**src/rtl/alu_pkg.sv**
```systemverilog
// alu_pkg: ALU op codes, sequencer state encoding and op legality check
package alu_pkg;
    localparam logic [2:0] ALU_NOP = 3'b000;
    localparam logic [2:0] ALU_AND = 3'b001;
    localparam logic [2:0] ALU_OR  = 3'b010;
    localparam logic [2:0] ALU_ADD = 3'b011;
    localparam logic [2:0] ALU_SUB = 3'b100;

    typedef enum logic [1:0] {
        ST_IDLE = 2'd0,
        ST_EXEC = 2'd1,
        ST_RESP = 2'd2
    } state_e;

    function automatic logic is_legal_op(input logic [15:0] op);
        return op <= 16'(ALU_SUB);
    endfunction
endpackage

```
**src/rtl/alu_share_ctrl_rr_arb2.sv**
```systemverilog
// rr_arb2: two-way round-robin grant; on a tie the requester not served last wins
module rr_arb2 (
    input  logic       clk_i,
    input  logic       rst_ni,
    input  logic       en_i,
    input  logic [1:0] req_i,
    output logic [1:0] gnt_o
);
    logic ptr_q, ptr_d, win;

    always_comb begin
        win   = req_i[ptr_q] ? ptr_q : ~ptr_q;
        gnt_o = (en_i && req_i[win]) ? (2'b01 << win) : 2'b00;
        ptr_d = (|gnt_o) ? ~win : ptr_q;
    end

    always_ff @(posedge clk_i or negedge rst_ni) begin
        if (!rst_ni) ptr_q <= 1'b0;
        else         ptr_q <= ptr_d;
    end
endmodule

```
**src/rtl/alu_share_ctrl.sv**
```systemverilog
// alu_share_ctrl: shares one combinational ALU between the execute stage (req 0) and the
// branch/address unit (req 1); holds operands for SETTLE_CYCLES, then returns a registered result.
module alu_share_ctrl
    import alu_pkg::*;
#(
    parameter int DATA_W        = 32,
    parameter int CTRL_W        = 3,
    parameter int SETTLE_CYCLES = 1
) (
    input  logic              clk_i,
    input  logic              rst_ni,
    input  logic [1:0]        req_valid_i,
    output logic [1:0]        req_ready_o,
    input  logic [DATA_W-1:0] req0_a_i,
    input  logic [DATA_W-1:0] req0_b_i,
    input  logic [CTRL_W-1:0] req0_op_i,
    input  logic [DATA_W-1:0] req1_a_i,
    input  logic [DATA_W-1:0] req1_b_i,
    input  logic [CTRL_W-1:0] req1_op_i,
    output logic [DATA_W-1:0] alu_a_o,
    output logic [DATA_W-1:0] alu_b_o,
    output logic [CTRL_W-1:0] alu_ctrl_o,
    input  logic [DATA_W-1:0] alu_out_i,
    input  logic              alu_zero_i,
    output logic              rsp_valid_o,
    input  logic              rsp_ready_i,
    output logic              rsp_id_o,
    output logic [DATA_W-1:0] rsp_data_o,
    output logic              rsp_zero_o,
    output logic              rsp_err_o,
    output logic              busy_o
);
    if (SETTLE_CYCLES < 1 || SETTLE_CYCLES > 15) begin : g_bad_settle
        $error("SETTLE_CYCLES must be within 1..15");
    end
    if (CTRL_W < 3) begin : g_bad_ctrl
        $error("CTRL_W must be at least 3");
    end

    state_e            state_q, state_d;
    logic [DATA_W-1:0] a_q, a_d, b_q, b_d, data_q, data_d;
    logic [CTRL_W-1:0] op_q, op_d;
    logic [3:0]        cnt_q, cnt_d;
    logic              id_q, id_d, zero_q, zero_d, err_q, err_d;
    logic [1:0]        gnt;
    logic              legal_q, drive;

    rr_arb2 u_arb (
        .clk_i  (clk_i),
        .rst_ni (rst_ni),
        .en_i   (state_q == ST_IDLE && rst_ni),
        .req_i  (req_valid_i),
        .gnt_o  (gnt)
    );

    // Illegal ops still spend one cycle in EXEC so both paths answer one edge after accept at minimum
    always_comb begin
        state_d = state_q;
        a_d     = a_q;
        b_d     = b_q;
        op_d    = op_q;
        id_d    = id_q;
        cnt_d   = cnt_q;
        data_d  = data_q;
        zero_d  = zero_q;
        err_d   = err_q;
        legal_q = is_legal_op(16'(op_q));
        case (state_q)
            ST_IDLE: if (|gnt) begin
                a_d     = gnt[1] ? req1_a_i : req0_a_i;
                b_d     = gnt[1] ? req1_b_i : req0_b_i;
                op_d    = gnt[1] ? req1_op_i : req0_op_i;
                id_d    = gnt[1];
                cnt_d   = 4'(SETTLE_CYCLES - 1);
                state_d = ST_EXEC;
            end
            ST_EXEC: if (!legal_q) begin
                data_d  = '0;
                zero_d  = 1'b1;
                err_d   = 1'b1;
                state_d = ST_RESP;
            end else if (cnt_q == 4'd0) begin
                data_d  = alu_out_i;
                zero_d  = alu_zero_i;
                err_d   = 1'b0;
                state_d = ST_RESP;
            end else begin
                cnt_d = cnt_q - 4'd1;
            end
            ST_RESP: if (rsp_ready_i) state_d = ST_IDLE;
            default: state_d = ST_IDLE;
        endcase
    end

    always_ff @(posedge clk_i or negedge rst_ni) begin
        if (!rst_ni) begin
            state_q <= ST_IDLE;
            a_q     <= '0;
            b_q     <= '0;
            op_q    <= '0;
            id_q    <= 1'b0;
            cnt_q   <= '0;
            data_q  <= '0;
            zero_q  <= 1'b0;
            err_q   <= 1'b0;
        end else begin
            state_q <= state_d;
            a_q     <= a_d;
            b_q     <= b_d;
            op_q    <= op_d;
            id_q    <= id_d;
            cnt_q   <= cnt_d;
            data_q  <= data_d;
            zero_q  <= zero_d;
            err_q   <= err_d;
        end
    end

    assign drive       = state_q == ST_EXEC && legal_q;
    assign alu_a_o     = drive ? a_q : '0;
    assign alu_b_o     = drive ? b_q : '0;
    assign alu_ctrl_o  = drive ? op_q : CTRL_W'(ALU_NOP);
    assign req_ready_o = gnt;
    assign rsp_valid_o = state_q == ST_RESP;
    assign rsp_id_o    = id_q;
    assign rsp_data_o  = data_q;
    assign rsp_zero_o  = zero_q;
    assign rsp_err_o   = err_q;
    assign busy_o      = state_q != ST_IDLE;
endmodule
```
**config.mk**
```make
export PLATFORM = sky130hd
export DESIGN_NAME = alu_share_ctrl
export DESIGN_NICKNAME = d
export VERILOG_FILES = /design/src/rtl/alu_pkg.sv /design/src/rtl/alu_share_ctrl_rr_arb2.sv /design/src/rtl/alu_share_ctrl.sv
export SDC_FILE = /design/constraint.sdc
export NUM_CORES = 1
export LEC_CHECK = 0
export CORE_ASPECT_RATIO = 1.1
export CORE_MARGIN = 2
export CORE_UTILIZATION = 44
export CTS_BUF_LIST = sky130_fd_sc_hd__clkbuf_8 sky130_fd_sc_hd__clkbuf_16
export DETAILED_ROUTE_END_ITERATION = 16
export GPL_TIMING_DRIVEN = 0
export PLACE_DENSITY = 0.86
export SLEW_MARGIN = 20
export SYNTH_ARGS = -nofsm -noshare
export SYNTH_HDL_FRONTEND = slang
export SYNTH_HIERARCHICAL = 1
export SYNTH_SLANG_ARGS = --single-unit
```
**constraint.sdc**
```tcl
create_clock -name clk_i -period 3.39 [get_ports clk_i]
set_clock_uncertainty 0.2 [all_clocks]
set_input_delay 0.5085 -clock clk_i [delete_from_list [all_inputs] [get_ports clk_i]]
set_output_delay 0.5085 -clock clk_i [all_outputs]
set_load 0.005 [all_outputs]
```
==> results.yml, run 1 <==
die:
  die_area_sq_mm: 0.0138
  die_x_microns: 112
  fp.dieH_microns: 123
  core_area_sq_mm: 0.0126
  rows: 43
  design.portCount: 278
  floorplan.initialDensity: 0.449
cts:
  root_buffer: "clkbuf_16"
  cts_tree: "built"
  path_clk_slew_ns: 0.07
  clock-sinks: 109
  cts_setup_buffers: 0
  clk_path_buf_depth: 2
  cts_buffers: 9
  worstSkewPairLatency_ns: 0.34
  h-tree-depth: 3
finish:
  n_antenna_cell: 0
  stdcell_area_sq_mm: 0.00898
  multi_input_area_sq_mm: 0.00265
  layout.nets: 891
  mostFrequentLayoutCell: "clkdlybuf4s50_1"
  n_fill_cell: 899
  final_util: 0.713
  drive_above_1_share: 0.291
  area_delta_synth_final_pct: 58.9
  regArea_sq_mm: 0.00273
  layout_common_cells: "276 x clkdlybuf4s50_1, 109 x dfrtp_1, 104 x mux2_2"
routing:
  wirelength_microns: 16900
  avgViaCountPerCell: 5.27
  drt-initial-drc-count: 184
  ant_nets: 0
  vias: 4625
  wire_per_inst_microns: 19.2
  drcViolationCount: 0
  first_pass_iters: 4
worst_setup_path:
  crit_family: "buffers and inverters"
  cp_max_fo: 33
  cp-start-kind: "input pin"
  r2r_setup_slack_ns: 0.66
  max_stage_delay_ns: 0.55
  critical_path.endpoint_type: "flip-flop"
  critical-path-slowest-cell: "dlygate4sd3_1"
  critPathArrivalTime_ns: 3.22
  path_cells: "dlygate4sd3_1 -> buf_6 -> buf_16 -> and2_1 -> nand2_1 -> a21oi_1 -> buf_2 -> clkbuf_1 -> mux2_2 -> mux2_4"
  cp_num_buf_inv: 5
  critical_path_class: "in2reg"
  required_ns: 3.42
run:
  max_cap_viol_count: 0
synth:
  synth_seq_area_share: 0.482
  synthTopCellsByArea: "dfrtp_1 48%, mux2_2 21%, mux2_4 8.0%"
  ys.flop_type: "dfrtp_1"
  synth_cell_type_count: 39
  syn-num-nets: 599
  synth_edf_count: 0
  synth-seq-cells: 109
  netlist_area_sq_mm: 0.00565
  async_reset_ff_frac: 1.00
  synthCells: 425
  synth_warnings: 6
  synth_top_area_frac: 0.482
  synth_area_per_cell_sq_um: 13.3
  synth_top_area_cell: "dfrtp_1"
power:
  leakagePower_nw: 3.98
  finalPower_mw: 6.64
  powerDensity_mw_per_mm2: 739
  ir_worst_vdd_v: 0.000511
global_routing:
  grt_overflow: 0
  antenna_found_initial: 0
  grt_start_max_net_pins: 67
  grt_pass1_vias: 5063
  grt_pass1_wl_microns: 26000
  grt_use_total: 0.239
placed_design:
  place_congestion: 0.814
  hpwlAfterDp_microns: 12700
  io_buffer_count: 277
  place_area_sq_mm: 0.00865
sta:
  setup_viol: 0
  min_period_ns: 3.19
  setup_tns_ns: 0
  finalHoldViolCount: 0
  grt_setup_unrepaired: "false"
  drv_slew: 0
  max_freq_mhz: 313
  relSlewSlack: 0.678
  fin_hold_ws_ns: 0.302
  period_share: 0.941
  tightest_slew_ns: 0.483
outcome:
  status: "finished, final reports clean"
hold_path:
  min_path_type: "reg2reg"
layout make-up:
cell class	instances	area share
buffer	36	0.0283
clock buffer	10	0.0266
clock inverter	5	0.00237
inverter	7	0.00293
multi-input combinational	273	0.295
sequential	109	0.304
tap	157	0.0219
timing repair buffer	281	0.319
per-layer routing:
layer | wire [microns] | global-route usage | share of wire | up-vias
met5 | 0 | 0 | 0 | -
met4 | 329 | 0.0762 | 0.020 | 0
met3 | 997 | 0.0574 | 0.059 | 28
met2 | 8880 | 0.436 | 0.53 | 165
met1 | 6650 | 0.278 | 0.39 | 2294
li1 | - | - | - | 2138
logic make-up (layout without fill, tap and decap cells):
logic type,count (synthesis),in the layout,synth area share
AO/OA/AOI/OAI,48,48,0.0732
XOR/XNOR,1,1,0.00155
adder cells (fa/ha/maj),2,2,0.00443
buffers and inverters,43,339,0.0496
flip-flops,109,109,0.482
multiplexers,136,136,0.290
AND/OR/NAND/NOR,86,86,0.0985
stage by stage:
stage                     std cells  setup WS [ns]
final                           878          0.199
after detailed placement        860        -0.0395
after global placement          859          -3.56
after global routing            878         0.0611
after CTS                       877         0.0130
after floorplan                 425          0.961
cells in the mapped netlist, types with 2 or more instances:
cell type  instances
buf_2              9
and3_1            69
o21ai_0            5
mux2_4            30
ha_1               2
mux2i_1            2
a22o_1             6
nand2_1            3
buf_6              7
mux2_2           104
a22o_2            27
buf_12             2
buf_4              3
dfrtp_1          109
o22ai_1            2
clkbuf_1          14
a21oi_1            3
nor2_2             2
inv_1              6
flip-flops by register name, indices dropped and copies added (netlist names):
register / flops
a_q: 32
b_q: 32
cnt_q: 4
op_q: 3
rsp_data_o: 32
rsp_err_o: 1
rsp_id_o: 1
rsp_zero_o: 1
state_q: 2
u_arb/ptr_q: 1
path summary, 6_finish.rpt:
kind / from / depth (start not counted) / endpoint
max in group asynchronous: rst_ni / 3 / b_q[7]
max reg2reg: state_q[0] / 8 / a_q[9]
min: rsp_data_o[24] / 1 / rsp_data_o[24]
max: rst_ni / 10 / a_q[9]
min in group asynchronous: rst_ni / 3 / a_q[6]
min reg2reg: rsp_data_o[24] / 1 / rsp_data_o[24]
worst reg2reg max path: cells and delay by family (launching register included):
kind / cells / cell delay, ns
buf+inv: 2 / 0.70
mux: 2 / 0.66
flops: 1 / 0.43
simple gates: 3 / 0.46
compound gates: 1 / 0.17
what timing repair did:
item                       CTS  global route
gates resized for setup      1             1
cloned                       0             1
pin swaps                    0             0
hold endpoints to repair    44             0
hold buffers                 2             0
setup endpoints to repair    4            11
power by group:
part / internal [mW] / switching (mW) / total (mW)
combinational: 2.09 / 1.28 / 3.37
sequential: 1.94 / 0.364 / 2.31
clock: 0.505 / 0.459 / 0.964
total: 4.54 / 2.11 / 6.64
(Power assumes the default switching activity.)
==> run 2: changes to the inputs <==
--- a/config.mk
+++ b/config.mk
@@ -5,7 +5,7 @@
 export SDC_FILE = /design/constraint.sdc
 export NUM_CORES = 1
 export LEC_CHECK = 0
-export CORE_ASPECT_RATIO = 1.1
+export CORE_ASPECT_RATIO = 1.25
 export CORE_MARGIN = 2
 export CORE_UTILIZATION = 44
 export CTS_BUF_LIST = sky130_fd_sc_hd__clkbuf_8 sky130_fd_sc_hd__clkbuf_16
==> run 2 against run 1 <==
Effect of this change: sequential share of layout area barely moved; critical path depth fell by 6; cell count is 1.3% higher; combinational power barely moved; first-iteration DRC count up 13%; maximum frequency grew 0.82%; count of clock-buffer cells in the layout is 1 higher; hold slack worse by 0.0013 ns; register-to-register slack got worse by 0.08 ns; critical endpoint is now alu_a_o[0]; largest cell class unchanged.
==> results.yml, run 2 (synthesis results as in run 1) <==
outcome:
  status: "finished, final reports clean"
worst_setup_path:
  cp_max_fo: 10
  rr_endpoint: "a_q[15]"
  path_cells: "o21ai_2 -> clkbuf_1 -> and3_1 -> clkdlybuf4s50_1"
  critical_path_class: "reg2out"
  rr_worst_depth: 8
  critical-path-slowest-cell: "clkdlybuf4s50_1"
  required_ns: 2.68
  critical_path.endpoint_type: "primary output"
  critPathArrivalTime_ns: 2.46
  reg2reg_from: "state_q[0]"
  crit_family: "buffers and inverters"
  cp-startpoint: "op_q[1]"
  cp_num_buf_inv: 2
  r2r_setup_slack_ns: 0.58
  cp-start-kind: "flip-flop"
  max_stage_delay_ns: 0.58
cts:
  cts_buffers: 9
  cts_setup_buffers: 0
  path_clk_slew_ns: 0.07
  worstSkewPairLatency_ns: 0.34
  root_buffer: "clkbuf_16"
  clk_path_buf_depth: 2
  clock-sinks: 109
  cts_tree: "built"
  h-tree-depth: 3
placed_design:
  io_buffer_count: 277
  hpwlAfterDp_microns: 13000
  place_area_sq_mm: 0.00867
  place_congestion: 0.808
  dp_cells: 871
finish:
  final_util: 0.714
  mostFrequentLayoutCell: "clkdlybuf4s50_1"
  multi_input_area_sq_mm: 0.00265
  layout.nets: 890
  layout_common_cells: "276 x clkdlybuf4s50_1, 109 x dfrtp_1, 104 x mux2_2"
  fin_cells: 889
  area_delta_synth_final_pct: 59.1
  n_fill_cell: 880
  drive_above_1_share: 0.293
  n_antenna_cell: 0
  regArea_sq_mm: 0.00273
  stdcell_area_sq_mm: 0.00899
die:
  fp.dieH_microns: 131
  die_area_sq_mm: 0.0138
  die_x_microns: 105
  design.portCount: 278
  floorplan.initialDensity: 0.449
  rows: 46
  core_area_sq_mm: 0.0126
global_routing:
  grt_use_met3: 0.0610
  grt_busiest_layer: "met2"
  globalRouteMet1Util: 0.260
  grt_start_max_net_pins: 62
  grt_pass1_vias: 4953
  grt_pass1_wl_microns: 25600
  grtUsageMet2: 0.447
  grt_use_total: 0.237
  antenna_found_initial: 0
  grt_overflow: 0
sta:
  tightest_slew_ns: 0.553
  finalHoldViolCount: 0
  min_period_ns: 3.17
  drv_slew: 0
  relSlewSlack: 0.631
  grt_setup_unrepaired: "false"
  setup_viol: 0
  max_freq_mhz: 316
  period_share: 0.934
power:
  leakagePower_nw: 3.96
  powerDensity_mw_per_mm2: 746
  ir_worst_vdd_v: 0.000361
routing:
  drt-initial-drc-count: 207
  drcViolationCount: 0
  wirelength_microns: 16700
  wire_per_inst_microns: 18.8
  ant_nets: 0
  vias: 4656
  avgViaCountPerCell: 5.24
  first_pass_iters: 4
hold_path:
  min_to: "b_q[14]"
  min_path_type: "reg2reg"
  hold_depth: 1
  worstHoldStart: "b_q[14]"
run:
  max_cap_viol_count: 0
-- run 2: changes by cell type in the layout (fill, tap and decap cells not counted) --
cell        before  now
clkinv_2         2    1
clkinvlp_4       0    1
inv_6            0    1
inv_1            9    7
clkinv_4         0    1
clkbuf_8         1    2
clkbuf_16       10    9
a21oi_1          2    3
a21oi_2          2    1
-- run 2: worst max path at each step --
stage               slack (ns)  cells past startpoint    endpoint
floorplan                 0.96                      8     a_q[10]
global placement         -3.42                      8     a_q[12]
detailed placement        0.25                      8     a_q[14]
CTS                       0.24                      4  alu_a_o[0]
global route              0.11                      4  alu_a_o[0]
finish                    0.22                      4  alu_a_o[0]
-- run 2: stage by stage --
step / hold WS (ns) / worst slack [ns] / TNS, ns / total power, mW
floorplan: 0.0129 / 0.961 / 0 / 4.16
global placement: 0.280 / -3.42 / -502.55 / 5.54
detailed placement: 0.280 / 0.249 / 0 / 5.69
CTS: 0.304 / 0.237 / 0 / 6.74
global route: 0.310 / 0.113 / 0 / 7.09
finish: 0.301 / 0.225 / 0 / 6.71
-- run 2: report_power, final --
group / leakage [nW] / internal, mW / switching, mW / total, mW
registers: 1.33 / 1.94 / 0.366 / 2.31
logic: 2.49 / 2.09 / 1.30 / 3.39
clock network: 0.143 / 0.539 / 0.473 / 1.01
-- run 2: final cells by class --
class | instances | share of cell area
flip-flops and latches | 109 | 0.303
plain buffers | 36 | 0.0282
well taps | 168 | 0.0234
clock inverters | 5 | 0.00376
multi-input cells | 273 | 0.295
clock buffers | 11 | 0.0281
inverters | 7 | 0.00292
repair buffers | 280 | 0.316
-- run 2: repair_timing --
item                                    4_1_cts  5_1_grt
endpoints found under the hold margin        48        0
endpoints found under the setup margin        1        0
resized for setup                             1        0
hold buffers                                  2        0
-- run 2: layer usage --
layer	vias up	share of wire
met5	-	0
met4	0	0.018
met3	27	0.068
met2	204	0.54
met1	2291	0.38
li1	2134	-
==> run 3: changes to the inputs <==
--- a/config.mk
+++ b/config.mk
@@ -6,12 +6,12 @@
 export NUM_CORES = 1
 export LEC_CHECK = 0
 export CORE_ASPECT_RATIO = 1.25
-export CORE_MARGIN = 2
+export CORE_MARGIN = 8
 export CORE_UTILIZATION = 44
 export CTS_BUF_LIST = sky130_fd_sc_hd__clkbuf_8 sky130_fd_sc_hd__clkbuf_16
 export DETAILED_ROUTE_END_ITERATION = 16
 export GPL_TIMING_DRIVEN = 0
-export PLACE_DENSITY = 0.86
+export PLACE_DENSITY = 0.82
 export SLEW_MARGIN = 20
 export SYNTH_ARGS = -nofsm -noshare
 export SYNTH_HDL_FRONTEND = slang
==> run 3 against run 2 <==
Effect of this change: flip-flop and latch count did not move; design area rose by 0.24%; cell count rose by 0.22%; power shrank 0.33%; setup slack better by 0.10 ns; sequential power hardly changed; clock power about the same; critical endpoint is now alu_a_o[2].
==> results.yml, run 3 (synthesis results as in run 1) <==
cts:
  cts_setup_buffers: 0
  path_clk_slew_ns: 0.07
  h-tree-depth: 3
  cts_buffers: 9
  root_buffer: "clkbuf_16"
  clock-sinks: 109
  cts_tree: "built"
  worstSkewPairLatency_ns: 0.34
  clk_path_buf_depth: 2
sta:
  min_period_ns: 3.06
  fin_hold_ws_ns: 0.00107
  max_freq_mhz: 327
  relSlewSlack: 0.660
  tightest_slew_ns: 0.509
  setup_viol: 0
  drv_slew: 0
  finalHoldViolCount: 0
  setup_tns_ns: 0
  period_share: 0.903
  grt_setup_unrepaired: "false"
routing:
  drcViolationCount: 0
  drt-initial-drc-count: 147
  ant_nets: 0
  avgViaCountPerCell: 5.21
  wire_per_inst_microns: 20.6
  wirelength_microns: 18400
  vias: 4638
  first_pass_iters: 7
worst_setup_path:
  max_stage_delay_ns: 0.52
  critical-path-slowest-cell: "clkdlybuf4s50_1"
  path_cells: "o21ai_2 -> clkbuf_1 -> and3_1 -> clkdlybuf4s50_1"
  cp_num_buf_inv: 2
  rr_endpoint: "a_q[16]"
  reg2reg_from: "state_q[0]"
  crit_family: "buffers and inverters"
  rr_worst_depth: 8
  critical_path.endpoint_type: "primary output"
  critPathArrivalTime_ns: 2.35
  cp-start-kind: "flip-flop"
  cp_max_fo: 10
  r2r_setup_slack_ns: 0.64
  required_ns: 2.68
  critical_path_class: "reg2out"
finish:
  layout_common_cells: "276 x clkdlybuf4s50_1, 109 x dfrtp_1, 104 x mux2_2"
  drive_above_1_share: 0.296
  n_fill_cell: 944
  mostFrequentLayoutCell: "clkdlybuf4s50_1"
  final_util: 0.715
  fin_cells: 891
  area_delta_synth_final_pct: 59.4
  layout.nets: 891
die:
  die_area_sq_mm: 0.0168
  rows: 46
  floorplan.initialDensity: 0.449
  core_area_sq_mm: 0.0126
  design.portCount: 278
  fp.dieH_microns: 143
  die_x_microns: 117
global_routing:
  antenna_found_initial: 0
  grt_use_total: 0.215
  grt_overflow: 0
  grt_start_max_net_pins: 72
  grt_pass1_wl_microns: 28600
  grt_pass1_vias: 5102
placed_design:
  dp_cells: 871
  io_buffer_count: 277
  place_congestion: 0.787
  hpwlAfterDp_microns: 14600
run:
  max_cap_viol_count: 0
power:
  leakagePower_nw: 3.96
  powerDensity_mw_per_mm2: 742
  finalPower_mw: 6.69
  ir_worst_vdd_v: 0.000335
outcome:
  status: "finished, final reports clean"
hold_path:
  min_path_type: "in2async"
run 3: tightest hold or removal path, delay by kind of cell:
kind | cells | cell delay, ns
buf+inv | 3 | 0.40
run 3: final cells by class:
| type | instances | area [sq um] | area share |
|---|---|---|---|
| buffer | 36 | 254 | 0.0282 |
| multi-input combinational | 273 | 2650 | 0.294 |
| antenna | 1 | 2.50 | 0.000278 |
| clock buffer | 9 | 225 | 0.0250 |
| sequential | 109 | 2730 | 0.303 |
| timing repair buffer | 281 | 2870 | 0.318 |
| clock inverter | 7 | 50.0 | 0.00555 |
| tap | 168 | 210 | 0.0233 |
| inverter | 7 | 26.3 | 0.00291 |
run 3: timing repair:
| action | 4_1_cts | 5_1_grt |
|---|---|---|
| hold buffers | 3 | 0 |
| setup endpoints to repair | 0 | 12 |
| endpoints found under the hold margin | 38 | 0 |
| resized for setup | 0 | 1 |
run 3: worst max-delay path by stage:
stage,startpoint,to,slack (ns),cells past startpoint
finish,op_q[1],alu_a_o[2],0.33,4
global route,op_q[1],alu_b_o[20],0.22,4
CTS,op_q[1],alu_a_o[2],0.12,4
detailed placement,rst_ni,a_q[9],-0.03,9
global placement,rst_ni,a_q[16],-3.53,8
floorplan,state_q[0],a_q[10],0.96,8
run 3: per-stage QoR:
stage                     instance area [sq um]  setup slack, ns
after global placement                     8640            -3.53
after floorplan                            5650            0.961
final                                      9010            0.329
after CTS                                  9010            0.116
after global routing                       9010            0.222
after detailed placement                   8670          -0.0338
run 3: layer usage:
| metal | global-route usage | wire length [microns] | vias up |
|---|---|---|---|
| met3 | 0.0770 | 1580 | 21 |
| met4 | 0.0637 | 287 | 0 |
| met1 | 0.242 | 7150 | 2260 |
| met5 | 0 | 0 | - |
| met2 | 0.375 | 9340 | 207 |
| li1 | - | - | 2150 |
run 3: where the power goes:
part	internal [mW]	total, mW	switching (mW)
logic	2.09	3.39	1.30
registers	1.94	2.31	0.364
clock network	0.501	0.984	0.483
